**src/rtl/antares_muldiv_ctrl.sv**
```systemverilog
// MDU control: owns HI/LO, runs a 2-cycle pipelined 32x32 multiply and
// sequences the external multi-cycle divider (start pulse, busy wait, writeback).
module antares_muldiv_ctrl #(
    parameter logic [31:0] DBZ_LO = 32'hFFFF_FFFF
) (
    input  logic        clk,
    input  logic        rst,
    input  logic        op_mult,
    input  logic        op_multu,
    input  logic        op_div,
    input  logic        op_divu,
    input  logic        op_mthi,
    input  logic        op_mtlo,
    input  logic        flush,
    input  logic [31:0] rs_data,
    input  logic [31:0] rt_data,
    output logic [31:0] hi,
    output logic [31:0] lo,
    output logic        mdu_stall,
    output logic        div_op_divs,
    output logic        div_op_divu,
    output logic [31:0] div_dividend,
    output logic [31:0] div_divisor,
    input  logic [31:0] div_quotient,
    input  logic [31:0] div_remainder,
    input  logic        div_stall
);

    typedef enum logic [2:0] {
        IDLE, MUL1, MUL2, DIV_START, DIV_WAIT, DRAIN
    } state_t;

    state_t      r_state;
    logic [31:0] r_hi, r_lo;
    logic [32:0] r_mul_a, r_mul_b;
    logic [63:0] r_prod;
    logic [31:0] r_dividend, r_divisor;
    logic        r_div_signed;
    logic [63:0] w_prod;
    logic        w_sign_a, w_sign_b;

    // The 66-bit two's-complement product is only ever observed through
    // bits [63:0], so a 64-bit multiply of the extended operands is exact.
    assign w_prod   = {{31{r_mul_a[32]}}, r_mul_a} * {{31{r_mul_b[32]}}, r_mul_b};
    assign w_sign_a = op_mult & rs_data[31];
    assign w_sign_b = op_mult & rt_data[31];

    always_ff @(posedge clk or negedge rst) begin
        if (!rst) begin
            r_state      <= IDLE;
            r_hi         <= '0;
            r_lo         <= '0;
            r_mul_a      <= '0;
            r_mul_b      <= '0;
            r_prod       <= '0;
            r_dividend   <= '0;
            r_divisor    <= '0;
            r_div_signed <= 1'b0;
        end else begin
            case (r_state)
                IDLE: begin
                    if (!flush) begin
                        if (op_div || op_divu) begin
                            if (rt_data == '0) begin
                                r_hi <= rs_data;
                                r_lo <= DBZ_LO;
                            end else begin
                                r_dividend   <= rs_data;
                                r_divisor    <= rt_data;
                                r_div_signed <= op_div;
                                r_state      <= DIV_START;
                            end
                        end else if (op_mult || op_multu) begin
                            r_mul_a <= {w_sign_a, rs_data};
                            r_mul_b <= {w_sign_b, rt_data};
                            r_state <= MUL1;
                        end else if (op_mthi) begin
                            r_hi <= rs_data;
                        end else if (op_mtlo) begin
                            r_lo <= rs_data;
                        end
                    end
                end
                MUL1: begin
                    r_prod  <= w_prod;
                    r_state <= flush ? IDLE : MUL2;
                end
                MUL2: begin
                    if (!flush) begin
                        r_hi <= r_prod[63:32];
                        r_lo <= r_prod[31:0];
                    end
                    r_state <= IDLE;
                end
                DIV_START: r_state <= flush ? IDLE : DIV_WAIT;
                DIV_WAIT: begin
                    if (flush) begin
                        r_state <= DRAIN;
                    end else if (!div_stall) begin
                        r_lo    <= div_quotient;
                        r_hi    <= div_remainder;
                        r_state <= IDLE;
                    end
                end
                // Divider cannot be aborted; let it finish and discard the result.
                DRAIN: if (!div_stall) r_state <= IDLE;
                default: r_state <= IDLE;
            endcase
        end
    end

    assign hi           = r_hi;
    assign lo           = r_lo;
    assign mdu_stall    = (r_state != IDLE);
    assign div_op_divs  = (r_state == DIV_START) &&  r_div_signed && !flush;
    assign div_op_divu  = (r_state == DIV_START) && !r_div_signed && !flush;
    assign div_dividend = r_dividend;
    assign div_divisor  = r_divisor;

endmodule

```
**config.mk**
```make
export PLATFORM = sky130hd
export DESIGN_NAME = antares_muldiv_ctrl
export DESIGN_NICKNAME = d
export VERILOG_FILES = /design/src/rtl/antares_muldiv_ctrl.sv
export SDC_FILE = /design/constraint.sdc
export NUM_CORES = 2
export LEC_CHECK = 0
export ABC_AREA = 0
export BUFFER_PORTS_ARGS = -buffer_cell sky130_fd_sc_hd__buf_2
export CAP_MARGIN = 20
export CORE_UTILIZATION = 35
export DETAILED_ROUTE_END_ITERATION = 10
export MAX_ROUTING_LAYER = met4
export PLACE_DENSITY_LB_ADDON = 0.25
export SLEW_MARGIN = 0
export SYNTH_ARGS = -nofsm -noshare
export SYNTH_HDL_FRONTEND = slang
export SYNTH_SLANG_ARGS = --single-unit
export TNS_END_PERCENT = 30
```
**constraint.sdc**
```tcl
create_clock -name clk -period 11.6 [get_ports clk]
set_input_delay 2.32 -clock clk [delete_from_list [all_inputs] [get_ports clk]]
set_output_delay 2.32 -clock clk [all_outputs]
set_load 0.1 [all_outputs]
```
# Word-level counts from Yosys, hierarchy flattened
# Index checks and enable logic that the tools add are counted.
word_totals:
  register_bits: 262
  inputBits: 138
  output_inout_bits: 131
  word_cells: 76
classes:
  n_mul: 1
  eq_ne: 16
  muxes: 28
  bitwise: 5
  n_reduce_logical: 17
op_table:
  columns: ["operator", "count"]
  rows:
  - ["two-way mux 32 bit", 17]
  - ["one-hot mux 32 bit (3 select lines)", 2]
  - ["multiplier 33 x 33 -> 64 bit", 1]
  - ["logical NOT 32 bit", 1]
  - ["two-way mux 3 bit", 7]
  - ["inequality test 3 bit, second input constant", 7]
  - ["one-hot mux 3 bit (5 select lines)", 1]
  - ["AND reduction 9 bit", 1]
  - ["inequality test 2 bit, second input constant", 4]
  - ["AND reduction 4 bit", 2]
  - ["AND reduction 8 bit", 1]
  - ["== test 3 x 2 -> 1 bit, second input constant", 2]
  - ["== test 3 bit, second input constant", 2]
  - ["nonzero test 3 bit", 2]
  - ["logical AND 1 bit", 4]
  - ["== test 3 x 1 -> 1 bit, second input constant", 1]
  - ["logical NOT 3 bit", 1]
  - ["NOT 1 bit", 3]
  - ["AND reduction 3 bit", 1]
  - ["AND 1 bit", 2]
  - ["logical NOT 1 bit", 2]
  - ["logical OR 1 bit", 2]
  - ["two-way mux 2 bit", 1]

# Longest topological paths before layout
depth:
  word_depth: 6
  ltp_mapped: 28
  mapped_depth_nobuf: 26

# Worst setup path after synthesis
# No wires, ideal clock.
synth_path:
  path_type: "register to register"
  from: "register r_mul_a[32]"
  to: "register r_prod[60]"
  setup_ns: 0.069
  arrival_time_ns: 7.949
  required_ns: 11.531
  slack_ns: 3.583
  path_stages_with_launch: 24
  n_path_buf: 2
  synth_period_minus_slack_ns: 8.017
  path_cell_list: "dfrtp_1 clkbuf_1 nand2_1 inv_1 fa_1 fa_1 fa_1 fa_1 inv_1 fa_1 fa_1 fa_1 fa_1 inv_1 ha_1 buf_2 nand4_1 nand2b_1 or4_4 a2111oi_4 o32ai_2 o31a_1 or4_1 nand3_1"
synth_between:
  elab_chain_len: 1
synth_rtl:
  columns: ["item", "line", "rtl"]
  rows:
  - ["start, declared", "35", "logic [32:0] r_mul_a, r_mul_b;"]
  - ["start signal, assigned", "74", "r_mul_a <= {w_sign_a, rs_data};"]
  - ["multiplier 33 x 33 -> 64 bit", "44", "assign w_prod = {{31{r_mul_a[32]}}, r_mul_a} * {{31{r_mul_b[32]}}, r_mul_b};"]
  - ["end signal, assigned", "85", "r_prod <= w_prod;"]
  - ["end, declared", "36", "logic [63:0] r_prod;"]
# No other way between the ends.
# A chain may end at the register's enable or synchronous reset.

# Worst setup path after layout
layout_path:
  from: "register r_mul_b[1]"
  to: "register r_prod[60]"
layout_between:
  elab_chain_len: 1
layout_rtl:
  columns: ["item", "line", "rtl"]
  rows:
  - ["start, declared", "35", null]
  - ["start signal, assigned", "75", "r_mul_b <= {w_sign_b, rt_data};"]
  - ["multiplier 33 x 33 -> 64 bit", "44", null]
# No other way between the ends.

==> impl_metrics.csv <==
group,metric,value,unit
outcome,run_status,"complete, no violations",
place,portBuffers,268,
clock_network,clock-sinks,262,
die,num_rows,137,
global_routing,grt_first_pass_wirelength,224,mm
clock_network,clock_tree_from_tritoncts,"yes",
global_routing,met1_usage,26.3,%
sta,timing.final.setup_violations,0,
place,pre_cts_slack,2.50,ns
critical_path,crit_path_end_kind,"register",
clock_network,worst_skew_pair.late_latency,0.60,ns
die,fp.dieW,377,um
logic_synthesis,post-synth-top-area-fraction,45.7,%
logic_synthesis,synthDominantAreaCellType,"fa_1",
global_routing,antenna_found_initial,4,
logic_synthesis,yosysWarnings,0,
logic_synthesis,synth-edff-count,0,
clock_network,clk_pin_slew,0.07,ns
logic_synthesis,yosys_register_bits,262,
clock_network,cts_root_buf,"clkbuf_16",
sta,grt_setup_unrepaired,"no",
run,max_cap_viol_count,0,
clock_network,clock_buffer_depth,3,
detailed_routing,detailroute.via_count,34643,
logic_synthesis,synth.lib_cells_used.distinct,77,
clock_network,post_cts.resized_instances,0,
logic_synthesis,async_reset_ff_share,100,%
clock_network,cts.hold.buffers_added,0,
detailed_routing,avgViaCountPerCell,4.89,
logic_synthesis,synth.cells.most_frequent,"fa_1, inv_1, nand2_1, and2_1, clkbuf_1",
detailed_routing,drc,0,
global_routing,grt.met3_usage,1.45,%
critical_path,ff2ff_setup_slack,2.44,ns
critical_path,cp-start-kind,"register",
global_routing,use_met2,37.6,%
logic_synthesis,synthesis.nets,6575,
final_layout,final_nets,6665,
clock_network,ctsHtreeMaxLevel,1,
die,initial_utilization,35.3,%
logic_synthesis,post-synth-top-count-cell,"fa_1",
critical_path,critical_path_class,"reg -> reg",
final_layout,n_antenna_cell,0,
final_layout,ff_latch_area,6570,um2
logic_synthesis,synthesis.instances,5100,
detailed_routing,initialDrtViolationCount,1889,
critical_path,path_max_fanout,23,
worst_hold_path,holdCritPathClass,"reg -> reg",
logic_synthesis,register_area_share_after_synthesis,13.3,%
die,design.die.area,142000,um2
final_layout,post_route_cells_drive_above_1_share,11.1,%
sta,final_hold_viol_count,0,
sta,timing_max_transition_violations_final,0,
sta,timing_worst_slew_pin_value,1.06,ns
clock_network,numCtsBuffers,30,
logic_synthesis,synth_area_leaders,"fa_1, dfrtp_1, inv_1, and2_1, ha_1",
die,io-pin-count,269,
clock_network,post-cts-setup-buffers,0,
sta,clock.fmax,109,MHz
sta,post-route-worst-setup-slack,2.44,ns
detailed_routing,antenna_violating_nets_post_route,0,
detailed_routing,detail_route.wl_per_cell,19.8,um
final_layout,area_growth,8.71,%
die,fp.coreArea,140000,um2
detailed_routing,routed_wirelength,141,mm
sta,worst_slew_margin_rel,29.6,%
global_routing,globalRoute.busiestLayer,"met2",
die,die_y,377,um
detailed_routing,drt_first_pass_iters,5,
critical_path,cp.required,12.12,ns
global_routing,grt_start_max_net_pins,79,
final_layout,multi_input_comb_area,37300,um2
global_routing,total_global_routing_overflow,0,
sta,finalSetupTns,0,ns
final_layout,n_fill_cell,14253,
sta,period_minus_slack,9.16,ns
critical_path,critPathArrivalTime,9.68,ns
logic_synthesis,mappedNetlistArea,49200,um2
global_routing,grt.total_usage,21.0,%
logic_synthesis,postSynth.topFlopCell,"dfrtp_1",
place,place_hpwl,116,mm
sta,clock_skew,0.0234,ns
logic_synthesis,syn_area_per_cell,9.66,um2
sta,final.period_utilization,79.0,%
global_routing,grt_pass1_vias,37729,
place,gp_routability_congestion,0.898,
==> placed cells by master (no fill, tap or decap), drive strengths merged, types with 15 or more instances in the layout <==
cell and count:
a21oi 94, a31oi 43, a22o 32, a22oi 32, inv 1116, o21ai 148, and2 530, nand2 675
nand4 15, nor3 15, dfrtp 262, xnor2 49, nor2 100, nand2b 17, buf 352, clkbuf 43
xor2 21, fa 1125, nand3 17, ha 212, a21o 47, mux2 131
==> registers in the layout, summed over array words and instances, names as in the netlist <==
| name | cells |
|---|---|
| div_dividend | 32 |
| hi | 32 |
| lo | 32 |
| r_prod | 64 |
| r_state | 3 |
| r_mul_a | 33 |
| div_divisor | 32 |
| r_div_signed | 1 |
| r_mul_b | 33 |
==> logic make-up after synthesis <==
group,count (synthesis),synth area share (%)
compound gates,478,6.30
xor+xnor,70,1.24
fa+ha+maj,1337,51.1
buf+inv,1408,11.0
flops,262,13.3
mux,131,3.00
simple gates,1414,14.1
==> critical path, stage by stage (launching register included) <==
cell and delay, ns:
dfrtp_1 0.85, buf_4 0.31, and2_1 0.20, fa_1 0.51, fa_1 0.62, fa_1 0.62
fa_1 0.91, inv_1 0.34, fa_1 0.55, fa_1 0.57, fa_1 0.43, fa_1 0.50
inv_1 0.05, ha_1 0.41, nand4_1 0.18, nand2b_1 0.21, or4_4 0.45, a2111oi_4 0.32
o32ai_2 0.16, o31a_1 0.34, or4_1 0.47, nand3_1 0.08
==> per-stage QoR <==
step | cell area, um2 | utilization, % | hold WS, ns | cells
global route | 53500 | 38.4 | 0.496 | 7090
CTS | 53400 | 38.3 | 0.479 | 7085
detailed placement | 52400 | 37.5 | 0.465 | 7029
floorplan | 49200 | - | 0.439 | 5100
finish | 53500 | 38.4 | 0.477 | 7090
global placement | 52400 | 37.5 | 0.460 | 7029
==> layout make-up <==
| class | count | area share (%) |
|---|---|---|
| tap | 1876 | 4.38 |
| clock buffer | 43 | 1.66 |
| inverter | 1114 | 7.81 |
| sequential | 262 | 12.3 |
| clock inverter | 13 | 0.245 |
| multi-input combinational | 3430 | 69.8 |
| timing repair buffer | 352 | 3.87 |
==> routing by layer <==
| layer | vias up | wire, um |
|---|---|---|
| met5 | - | 0 |
| met4 | 0 | 2760 |
| met3 | 155 | 4370 |
| met2 | 693 | 75300 |
| met1 | 18482 | 58200 |
| li1 | 15313 | - |
==> final timing paths <==
path / cells past startpoint / startpoint / end
max: 21 / r_mul_b[1] / r_prod[60]
max in group asynchronous: 3 / rst / r_mul_a[0]
max reg2reg: 21 / r_mul_b[1] / r_prod[60]
min reg2reg: 2 / hi[23] / hi[23]
min in group asynchronous: 1 / rst / lo[4]
min: 2 / hi[23] / hi[23]
Power is not shown: default switching activity piles up to over one toggle a cycle in this logic, so the estimate is an artifact.
